--- src/rtl/pipe_addsub_pkg.sv ---
// -----------------------------------------------------------------------------
// pipe_addsub_pkg
// Shared definitions for the pipelined adder/subtractor:
//   - ALU operation encodings that drive the 'sub' control (ADD=0, SUB=1)
//   - default operand width and segment width
//   - helper that turns the carry/borrow input into the segment-0 carry
// No ports (package).
// -----------------------------------------------------------------------------
package pipe_addsub_pkg;

  localparam int ADDSUB_WIDTH = 32;
  localparam int ADDSUB_SEG_W = 8;

  typedef enum logic {
    OP_ADD = 1'b0,
    OP_SUB = 1'b1
  } addsub_op_e;

  // Segment-0 carry: add passes cin through; subtract uses !borrow_in so that
  // a + ~b + !cin == a - b - cin.
  function automatic logic first_carry(input logic sub_op, input logic cin_bit);
    logic c_s;
    if (sub_op == OP_SUB) begin
      c_s = ~cin_bit;
    end else begin
      c_s = cin_bit;
    end
    return c_s;
  endfunction

endpackage

--- src/rtl/pipe_addsub_seg_adder.sv ---
// -----------------------------------------------------------------------------
// seg_adder
// Combinational SEG_W-bit ripple-carry adder built from single-bit full-adder
// cells. One instance serves each pipeline stage of pipe_addsub.
// Ports:
//   a, b      [SEG_W-1:0] in   segment operands (b already inverted for sub)
//   ci                    in   carry into bit 0
//   s         [SEG_W-1:0] out  segment sum
//   co                    out  carry out of the segment MSB
//   c_msb_in              out  carry into the segment MSB (overflow detect)
// -----------------------------------------------------------------------------
module seg_adder
  import pipe_addsub_pkg::*;
#(
  parameter int SEG_W = ADDSUB_SEG_W
) (
  input  logic [SEG_W-1:0] a,
  input  logic [SEG_W-1:0] b,
  input  logic             ci,
  output logic [SEG_W-1:0] s,
  output logic             co,
  output logic             c_msb_in
);

  // c_s[i] is the carry into bit i; c_s[SEG_W] leaves the segment.
  logic [SEG_W:0] c_s;

  assign c_s[0] = ci;

  for (genvar i = 0; i < SEG_W; i++) begin : g_fa
    assign s[i]       = a[i] ^ b[i] ^ c_s[i];
    assign c_s[i + 1] = (a[i] & b[i]) | (c_s[i] & (a[i] ^ b[i]));
  end

  assign co       = c_s[SEG_W];
  assign c_msb_in = c_s[SEG_W - 1];

endmodule

--- src/rtl/pipe_addsub.sv ---
// -----------------------------------------------------------------------------
// pipe_addsub
// Pipelined adder/subtractor. A WIDTH-bit add is split into STAGES=WIDTH/SEG_W
// ripple segments, one per register stage; the inter-segment carry is
// registered between stages. Valid/ready stream on both sides, latency STAGES
// register stages, throughput one beat per cycle.
//
// Optional build macro: PIPE_ADDSUB_FLUSH_EN adds a 'flush' input that clears
// every in-flight beat (and a beat pushed on the same edge).
//
// Ports:
//   clk        in   rising-edge clock
//   rst_n      in   asynchronous active-low reset
//   flush      in   (PIPE_ADDSUB_FLUSH_EN only) discard all in-flight beats
//   in_valid   in   operand beat valid
//   in_ready   out  beat accepted this cycle when in_valid is high
//   src1, src2 in   operands A, B (WIDTH bits)
//   cin        in   carry-in (add) / borrow-in (sub)
//   sub        in   0: src1+src2+cin, 1: src1-src2-cin
//   out_valid  out  result beat valid
//   out_ready  in   downstream accepts the result beat
//   result     out  sum / difference (WIDTH bits)
//   cout       out  carry out of the MSB (sub: 1 = no borrow)
//   overflow   out  signed two's-complement overflow
//   zero       out  result == 0
// -----------------------------------------------------------------------------
module pipe_addsub
  import pipe_addsub_pkg::*;
#(
  parameter int WIDTH = ADDSUB_WIDTH,
  parameter int SEG_W = ADDSUB_SEG_W
) (
  input  logic             clk,
  input  logic             rst_n,
`ifdef PIPE_ADDSUB_FLUSH_EN
  input  logic             flush,
`endif
  input  logic             in_valid,
  output logic             in_ready,
  input  logic [WIDTH-1:0] src1,
  input  logic [WIDTH-1:0] src2,
  input  logic             cin,
  input  logic             sub,
  output logic             out_valid,
  input  logic             out_ready,
  output logic [WIDTH-1:0] result,
  output logic             cout,
  output logic             overflow,
  output logic             zero
);

  localparam int STAGES = WIDTH / SEG_W;

  // B operand as fed to the adder chain: inverted for subtract.
  function automatic logic [WIDTH-1:0] prep_b(input logic [WIDTH-1:0] b_val,
                                              input logic             sub_op);
    logic [WIDTH-1:0] r_s;
    if (sub_op == OP_SUB) begin
      r_s = ~b_val;
    end else begin
      r_s = b_val;
    end
    return r_s;
  endfunction

  // Per-stage inputs (stage 0 from the ports, stage k from stage k-1 regs).
  // Operands are kept right-aligned: the segment a stage consumes is always
  // in bits [SEG_W-1:0], and each stage shifts the remainder down by SEG_W.
  // Partial results enter at the top and shift down, so after the last stage
  // the whole result sits in its natural position.
  logic [WIDTH-1:0] a_in_s   [STAGES];
  logic [WIDTH-1:0] b_in_s   [STAGES];
  logic [WIDTH-1:0] sum_in_s [STAGES];
  logic             c_in_s   [STAGES];
  logic             vld_in_s [STAGES];

  // Segment adder outputs and the next partial result per stage.
  logic [SEG_W-1:0] seg_s     [STAGES];
  logic             co_s      [STAGES];
  logic             cm_s      [STAGES];
  logic [WIDTH-1:0] sum_nxt_s [STAGES];

  // Stage registers.
  logic [WIDTH-1:0] a_r   [STAGES];
  logic [WIDTH-1:0] b_r   [STAGES];
  logic [WIDTH-1:0] sum_r [STAGES];
  logic             c_r   [STAGES];
  logic             vld_r [STAGES];
  logic             ovf_r;
  logic             zero_r;

  logic             stall_s;
  logic             flush_s;

`ifdef PIPE_ADDSUB_FLUSH_EN
  assign flush_s = flush;
`else
  assign flush_s = 1'b0;
`endif

  // The whole pipe freezes while the output beat is held by the consumer;
  // a flush overrides the freeze so the input side never blocks during it.
  assign stall_s  = vld_r[STAGES-1] & ~out_ready;
  assign in_ready = ~stall_s | flush_s;

  for (genvar k = 0; k < STAGES; k++) begin : g_stage
    if (k == 0) begin : g_first
      assign a_in_s[k]   = src1;
      assign b_in_s[k]   = prep_b(src2, sub);
      assign c_in_s[k]   = first_carry(sub, cin);
      assign sum_in_s[k] = {WIDTH{1'b0}};
      assign vld_in_s[k] = in_valid;
    end else begin : g_next
      assign a_in_s[k]   = a_r[k-1];
      assign b_in_s[k]   = b_r[k-1];
      assign c_in_s[k]   = c_r[k-1];
      assign sum_in_s[k] = sum_r[k-1];
      assign vld_in_s[k] = vld_r[k-1];
    end

    seg_adder #(
      .SEG_W (SEG_W)
    ) u_seg (
      .a        (a_in_s[k][SEG_W-1:0]),
      .b        (b_in_s[k][SEG_W-1:0]),
      .ci       (c_in_s[k]),
      .s        (seg_s[k]),
      .co       (co_s[k]),
      .c_msb_in (cm_s[k])
    );

    // New segment enters at the top; earlier segments move down by SEG_W.
    assign sum_nxt_s[k] = (sum_in_s[k] >> SEG_W) | (WIDTH'(seg_s[k]) << (WIDTH - SEG_W));
  end

  // Stage registers: valid bits, operand skew, partial results, carries, flags.
  always_ff @(posedge clk or negedge rst_n) begin
    if (!rst_n) begin
      for (int k = 0; k < STAGES; k++) begin
        vld_r[k] <= 1'b0;
        a_r[k]   <= {WIDTH{1'b0}};
        b_r[k]   <= {WIDTH{1'b0}};
        sum_r[k] <= {WIDTH{1'b0}};
        c_r[k]   <= 1'b0;
      end
      ovf_r  <= 1'b0;
      zero_r <= 1'b0;
    end else if (flush_s) begin
      // Data registers are don't-care once their valid bits are cleared.
      for (int k = 0; k < STAGES; k++) begin
        vld_r[k] <= 1'b0;
      end
    end else if (!stall_s) begin
      for (int k = 0; k < STAGES; k++) begin
        vld_r[k] <= vld_in_s[k];
        a_r[k]   <= a_in_s[k] >> SEG_W;
        b_r[k]   <= b_in_s[k] >> SEG_W;
        sum_r[k] <= sum_nxt_s[k];
        c_r[k]   <= co_s[k];
      end
      // Flags come from the final segment only.
      ovf_r  <= co_s[STAGES-1] ^ cm_s[STAGES-1];
      zero_r <= ~|sum_nxt_s[STAGES-1];
    end else begin
      // Stalled: every stage, bubbles included, holds.
      ovf_r  <= ovf_r;
      zero_r <= zero_r;
    end
  end

  // The last stage register is the output register.
  assign out_valid = vld_r[STAGES-1];
  assign result    = sum_r[STAGES-1];
  assign cout      = c_r[STAGES-1];
  assign overflow  = ovf_r;
  assign zero      = zero_r;

endmodule
--- config.mk ---
export PLATFORM = sky130hd
export DESIGN_NAME = pipe_addsub
export DESIGN_NICKNAME = d
export VERILOG_FILES = /design/src/rtl/pipe_addsub_pkg.sv /design/src/rtl/pipe_addsub_seg_adder.sv /design/src/rtl/pipe_addsub.sv
export SDC_FILE = /design/constraint.sdc
export NUM_CORES = 1
export LEC_CHECK = 0
export CAP_MARGIN = 20
export CORE_MARGIN = 1.5
export CORE_UTILIZATION = 47
export DETAILED_ROUTE_END_ITERATION = 12
export MAX_ROUTING_LAYER = met4
export PLACE_DENSITY = 0.72
export SLEW_MARGIN = 20
export SYNTH_ARGS = -nofsm -noshare
export SYNTH_HDL_FRONTEND = slang
export SYNTH_HIERARCHICAL = 1
export SYNTH_SLANG_ARGS = --single-unit
--- constraint.sdc ---
create_clock -name clk -period 3.9 [get_ports clk]
set_clock_uncertainty 0.1 [all_clocks]
set_input_delay 0.78 -clock clk [delete_from_list [all_inputs] [get_ports clk]]
set_output_delay 0.78 -clock clk [all_outputs]
set_load 0.05 [all_outputs]
==> impl_metrics.env, run 1 <==
export IMPL_holdWs_ps=364
export IMPL_pin_count_of_the_biggest_net_entering_global_routing=212
export IMPL_worst_slew_pin_transition_ps=932
export IMPL_criticalPathCategory="reg -> reg"
export IMPL_clock_share_of_power_pct=21.5
export IMPL_post_cts_buffers=0
export IMPL_ys_ff_latch=186
export IMPL_internal_power_w=0.00508
export IMPL_drt_iter0_drc=459
export IMPL_ant_nets=0
export IMPL_critical_path_endpoint_type="flop"
export IMPL_ctsHtreeMaxLevel=4
export IMPL_preCtsSetupSlack_ps=-573
export IMPL_critical_path_cell_chain="fa_2 -> inv_1 -> fa_1 -> inv_1 -> fa_2 -> fa_2 -> fa_2 -> fa_1 -> inv_1 -> fa_1 -> inv_1 -> fa_2 -> nor4_2 -> nand4_1 -> o31ai_2"
export IMPL_globalRouteMet3Util_pct=3.42
export IMPL_placement_cell_area_sq_mm=0.00932
export IMPL_floorplan_rows=48
export IMPL_clk_transition_reported_paths_ps=70
export IMPL_hold_violation_count_in_the_final_report=0
export IMPL_max_slew_margin_rel_pct=37.9
export IMPL_period_minus_slack_ps=3840
export IMPL_p_switching_w=0.00331
export IMPL_post_route_cell_area_sq_mm=0.00998
export IMPL_first_global_vias=5385
export IMPL_vias=5512
export IMPL_vdd_ir_drop_worst_v=0.000803
export IMPL_grt_setup_unrepaired="yes"
export IMPL_globalRouteMet1Util_pct=27.2
export IMPL_floorplan_die_area_sq_mm=0.0183
export IMPL_worst_path_largest_cell_delay_ps=430
export IMPL_die_y_um=135
export IMPL_die_width_um=135
export IMPL_clock_tree_root_buffer_cell="clkbuf_16"
export IMPL_area_growth_pct=21.6
export IMPL_clkSinkCount=186
export IMPL_cellLeakagePower_nw=5.01
export IMPL_post_route_cells_drive_above_1_share_pct=6.33
export IMPL_crit_top_cell="fa_2"
export IMPL_global_route_wire_length_before_repair_um=26200
export IMPL_pwr_share_comb_pct=38.8
export IMPL_tritoncts_clock_tree="built"
export IMPL_clk_latency_ps=420
export IMPL_sw_frac_of_total_pct=39.5
export IMPL_cell_count_after_synthesis=879
export IMPL_start_util_pct=47.8
export IMPL_grt_util_met2_pct=27.1
export IMPL_critPathSlowestCell="fa_2"
export IMPL_power_share_sequential_pct=39.7
export IMPL_post_route_period_util_pct=98.5
export IMPL_num_antenna_cells=0
export IMPL_place_gp_congestion=0.754
export IMPL_yosysWarningCount=6
export IMPL_gr_max_usage_layer="met1"
export IMPL_syn_num_nets=981
export IMPL_synthesis_area_per_instance_sq_um=9.33
export IMPL_design_final_nets=1068
export IMPL_crit_arrival_ps=4080
export IMPL_buffer_ports_inserted=106
export IMPL_antenna_found_initial=0
export IMPL_wire_per_inst_um=12.7
export IMPL_setup_violations=0
export IMPL_post_synth_instance_area_sq_mm=0.00820
export IMPL_worst_hold_path_type="in -> async"
export IMPL_clk_path_buf_depth=2
export IMPL_post_drt_via_cell_ratio=4.58
export IMPL_crit_fanout=2
export IMPL_gr_usage_all_layers_pct=18.9
export IMPL_finalWirelength_um=15300
export IMPL_dr_pass1_iters=4
export IMPL_cp_required_ps=4130
export IMPL_synth_cell_type_count=20
export IMPL_synth_seq_area_share_pct=56.7
export IMPL_maxCapViolations=0
export IMPL_post_route_drc_count=0
export IMPL_n_fill_cell=1531
export IMPL_setup_worst_path_start_class="flop"
export IMPL_slew_limit_fails=0
export IMPL_power_per_cell_area_mw_per_mm2=840
export IMPL_outcome="complete, no violations"
export IMPL_grt_overflow_total=0
export IMPL_fmax_ghz=0.260
export IMPL_floorplan_core_area_sq_mm=0.0172
export IMPL_ios=107
export IMPL_numCtsBuffers=17
export IMPL_timing_final_ws_setup_ps=57.0
export IMPL_place_hpwl_um=10300
[repair_timing]
item,4_1_cts,5_1_grt
setup endpoints to repair,3,5
cloned,0,0
hold buffers,0,0
hold endpoints to repair,0,0
resized for setup,5,7
pin swaps,1,1
[final timing paths]
path | from | to | slack, ps | cells after the start
max | a_in_s[0] | zero | 60 | 15
max reg2reg | a_in_s[0] | zero | 60 | 15
min reg2reg | a_in_s[85] | a_in_s[85] | 360 | 2
min in group clk | a_in_s[85] | a_in_s[85] | 360 | 2
max in group asynchronous | rst_n | b_in_s[70] | 2520 | 2
min | rst_n | a_in_s[82] | 360 | 1
[layer usage]
metal | routed length (um) | part of all wire, % | vias up
met5 | 0 | 0 | -
met4 | 258 | 1.7 | 0
met3 | 608 | 4.0 | 25
met2 | 6890 | 45 | 110
met1 | 7510 | 49 | 2565
li1 | - | - | 2812
[flip-flops by register name, indices dropped and copies added (netlist names)]
name and count:
overflow 1, sum_in_s 48, zero 1, c_in_s 3, result 32, a_in_s 48, out_valid 1, b_in_s 48
vld_in_s 3, cout 1
[synth_stat cells]
cell,instances,area (sq um)
nand2_1,503,1890
dfrtp_1,186,4650
inv_1,40,150
fa_1,32,641
o21ai_1,25,125
xnor2_1,25,219
buf_2,16,80.1
buf_4,11,82.6
buf_6,11,124
xor2_1,9,78.8
nor4_1,8,50.1
clkbuf_4,3,22.5
clkbuf_1,2,7.51
nand4_1,2,12.5
buf_12,1,20.0
buf_8,1,15.0
inv_4,1,6.26
nand2b_1,1,6.26
nor2b_4,1,13.8
o31ai_1,1,7.51
[power groups by stage]
stage	Sequential, W	Combinational, W	Clock [W]
floorplan	0.00384	0.00180	0
global placement	0.00334	0.00318	0
detailed placement	0.00337	0.00325	0
CTS	0.00334	0.00329	0.00184
global route	0.00344	0.00372	0.00191
finish	0.00333	0.00326	0.00180
[metrics by stage]
step	total power, W	util [%]	std cells	TNS, ps
global placement	0.00652	54.3	1172	-1230
detailed placement	0.00662	54.3	1172	-1570
floorplan	0.00564	-	879	-458
CTS	0.00847	58.0	1204	-55.1
finish	0.00838	58.1	1204	0
global route	0.00907	58.1	1204	-134
[logic make-up after synthesis]
kind of cell    synth area share (%)
simple gates                    24.0
flops                           56.7
xor+xnor                        3.63
compound gates                  1.62
buf+inv                         6.19
fa+ha+maj                       7.81
[cells in the final DEF, fill, tap and decap left out, drive strengths merged, types with 2 or more instances in the layout]
master | synthesis | final
buf | 40 | 9
bufinv | 0 | 3
clkbuf | 5 | 24
clkdlybuf4s50 | 0 | 100
clkinv | 0 | 2
clkinvlp | 0 | 3
dfrtp | 186 | 186
fa | 32 | 32
inv | 41 | 42
nand2 | 503 | 503
nand4 | 2 | 2
nor4 | 8 | 8
o21ai | 25 | 25
xnor2 | 25 | 25
xor2 | 9 | 9
[worst max-delay path, delay by kind of cell (launching register included)]
family,cells,cell delay (ps)
AO/OA/AOI/OAI,1,190
adder cells (fa/ha/maj),8,2490
buffers and inverters,4,270
flip-flops,1,410
AND/OR/NAND/NOR,2,290
[area by class of cell]
cell class,count,area [sq um],share of cell area (%)
Sequential cell,186,4650,46.6
Multi-Input combinational cell,607,3090,31.0
Timing Repair Buffer,113,1160,11.6
Clock buffer,23,498,4.99
Tap cell,225,282,2.82
Inverter,41,156,1.57
Clock inverter,9,135,1.35
Note: power is estimated with default switching activity, not from simulation.
==> run 2: changes to the inputs <==
--- a/config.mk
+++ b/config.mk
@@ -11,7 +11,7 @@
 export DETAILED_ROUTE_END_ITERATION = 12
 export MAX_ROUTING_LAYER = met4
 export PLACE_DENSITY = 0.72
-export SLEW_MARGIN = 20
+export SLEW_MARGIN = 30
 export SYNTH_ARGS = -nofsm -noshare
 export SYNTH_HDL_FRONTEND = slang
 export SYNTH_HIERARCHICAL = 1
==> impl_metrics.env, run 2 (synthesis gave the netlist of run 1 again) <==
export IMPL_floorplan_rows=48
export IMPL_buffer_ports_inserted=106
export IMPL_slew_limit_fails=0
export IMPL_first_global_vias=5385
export IMPL_setup_violations=0
export IMPL_post_drt_via_cell_ratio=4.57
export IMPL_floorplan_core_area_sq_mm=0.0172
export IMPL_clk_latency_ps=420
export IMPL_maxCapViolations=0
export IMPL_worst_slew_pin_transition_ps=963
export IMPL_clock_tree_root_buffer_cell="clkbuf_16"
export IMPL_hold_violation_count_in_the_final_report=0
export IMPL_post_route_period_util_pct=98.5
export IMPL_r2r_end="zero"
export IMPL_cellLeakagePower_nw=5.01
export IMPL_global_route_wire_length_before_repair_um=26200
export IMPL_numCtsBuffers=17
export IMPL_grt_setup_unrepaired="yes"
export IMPL_power_per_cell_area_mw_per_mm2=840
export IMPL_antenna_found_initial=0
export IMPL_layout_common_cells="503 x nand2_1, 186 x dfrtp_1, 100 x clkdlybuf4s50_1"
export IMPL_worst_path_largest_cell_delay_ps=430
export IMPL_vias=5503
export IMPL_drt_iter0_drc=459
export IMPL_critPathSlowestCell="fa_2"
export IMPL_fin_tns_setup_ps=0
export IMPL_hold_buffers=0
export IMPL_setup_worst_path_start_class="flop"
export IMPL_worst_hold_path_type="in -> async"
export IMPL_post_route_drc_count=0
export IMPL_gr_usage_all_layers_pct=18.9
export IMPL_crit_arrival_ps=4080
export IMPL_fmax_ghz=0.260
export IMPL_finalWirelength_um=15300
export IMPL_clk_path_buf_depth=2
export IMPL_internal_power_w=0.00508
export IMPL_design_final_nets=1068
export IMPL_dr_pass1_iters=4
export IMPL_crit_top_cell="fa_2"
export IMPL_ant_nets=0
export IMPL_wire_per_inst_um=12.7
export IMPL_critical_path_endpoint_type="flop"
export IMPL_sw_frac_of_total_pct=39.5
export IMPL_num_antenna_cells=0
export IMPL_vdd_ir_drop_worst_v=0.000807
export IMPL_floorplan_die_area_sq_mm=0.0183
export IMPL_clock_share_of_power_pct=21.5
export IMPL_regToRegStartpoint="a_in_s[0]"
export IMPL_holdWs_ps=308
export IMPL_area_growth_pct=21.7
export IMPL_cp_required_ps=4130
export IMPL_die_y_um=135
export IMPL_post_route_cells_drive_above_1_share_pct=6.33
export IMPL_tritoncts_clock_tree="built"
export IMPL_p_switching_w=0.00331
export IMPL_criticalPathCategory="reg -> reg"
export IMPL_period_minus_slack_ps=3840
export IMPL_ff2ff_path_depth=15
export IMPL_power_share_sequential_pct=39.7
export IMPL_crit_cells=15
export IMPL_critical_path_cell_chain="fa_2 -> inv_1 -> fa_1 -> inv_1 -> fa_2 -> fa_2 -> fa_2 -> fa_1 -> inv_1 -> fa_1 -> inv_1 -> fa_2 -> nor4_2 -> nand4_1 -> o31ai_2"
export IMPL_start_util_pct=47.8
export IMPL_max_slew_margin_rel_pct=35.8
export IMPL_report_power_total_w=0.00839
export IMPL_grt_overflow_total=0
export IMPL_pwr_share_comb_pct=38.9
export IMPL_post_cts_buffers=0
export IMPL_pin_count_of_the_biggest_net_entering_global_routing=212
export IMPL_ios=107
export IMPL_crit_fanout=2
export IMPL_place_gp_congestion=0.754
export IMPL_setup_reg_to_reg_worst_slack_ps=60
export IMPL_outcome="complete, no violations"
export IMPL_crit_buf_inv=4
export IMPL_die_width_um=135
export IMPL_layout_cells_most_common="nand2_1"
export IMPL_clk_transition_reported_paths_ps=70
export IMPL_ctsHtreeMaxLevel=4
export IMPL_crit_family="adder cells"
export IMPL_place_hpwl_um=10300
export IMPL_clkSinkCount=186
-- run 2: cell types whose count changed in the layout (fill, tap and decap cells not counted), sizes merged --
| cell | before | now |
|---|---|---|
| buf | 9 | 10 |
| clkbuf | 24 | 23 |
-- run 2: area by class of cell --
class,instances,area (sq um)
Tap cell,225,282
Multi-Input combinational cell,607,3090
Inverter,41,156
Timing Repair Buffer,113,1160
Fill cell,1531,7200
Clock buffer,23,498
Sequential cell,186,4650
Clock inverter,9,135
-- run 2: what timing repair did --
item | in CTS | in global routing
setup endpoints to repair | 3 | 5
pin swaps | 1 | 1
gates resized for setup | 5 | 7
-- run 2: power by group through the flow --
stage	Clock, W	Sequential (W)	Combinational (W)
5_1_grt	0.00191	0.00344	0.00372
6_report	0.00180	0.00333	0.00326
4_1_cts	0.00184	0.00334	0.00329
3_3_place_gp	0	0.00334	0.00318
3_5_place_dp	0	0.00337	0.00325
2_1_floorplan	0	0.00384	0.00180
-- run 2: worst register-to-register path, cell delays in order (launching register included) --
cell	delay, ps
dfrtp_1	410
fa_2	380
inv_1	70
fa_1	150
inv_1	50
fa_2	330
fa_2	340
fa_2	340
fa_1	360
inv_1	80
fa_1	170
inv_1	70
fa_2	430
nor4_2	150
nand4_1	140
o31ai_2	190
-- run 2: routing by layer --
layer	vias up	track usage, %	part of all wire (%)
li1	2814	-	-
met1	2554	27.2	50
met2	110	27.1	45
met3	25	3.42	3.9
met4	0	6.51	1.7
met5	-	-	0
-- run 2: worst max path at each step --
stage                              end      start  slack [ps]
after CTS                         zero  a_in_s[0]         -60
after global placement    sum_in_s[95]    src2[0]        -480
after detailed placement  sum_in_s[95]    src2[0]        -570
after floorplan           sum_in_s[95]        sub        -260
after global routing              zero  a_in_s[0]        -130
final                             zero  a_in_s[0]          60
-- run 2: per-stage QoR --
stage | util [%] | cells | worst slack, ps | area (sq um)
finish | 58.1 | 1204 | 57.6 | 9980
detailed placement | 54.3 | 1172 | -573 | 9320
global route | 58.1 | 1204 | -134 | 9980
CTS | 58.0 | 1204 | -55.1 | 9960
global placement | 54.3 | 1172 | -485 | 9320
floorplan | - | 879 | -257 | 8250
==> run 3: changes to the inputs <==
--- a/config.mk
+++ b/config.mk
@@ -8,6 +8,7 @@
 export CAP_MARGIN = 20
 export CORE_MARGIN = 1.5
 export CORE_UTILIZATION = 47
+export CTS_CLUSTER_SIZE = 20
 export DETAILED_ROUTE_END_ITERATION = 12
 export MAX_ROUTING_LAYER = met4
 export PLACE_DENSITY = 0.72
==> results of run 3 <==
Final layout, timing and power as in run 2 (identical DEF).
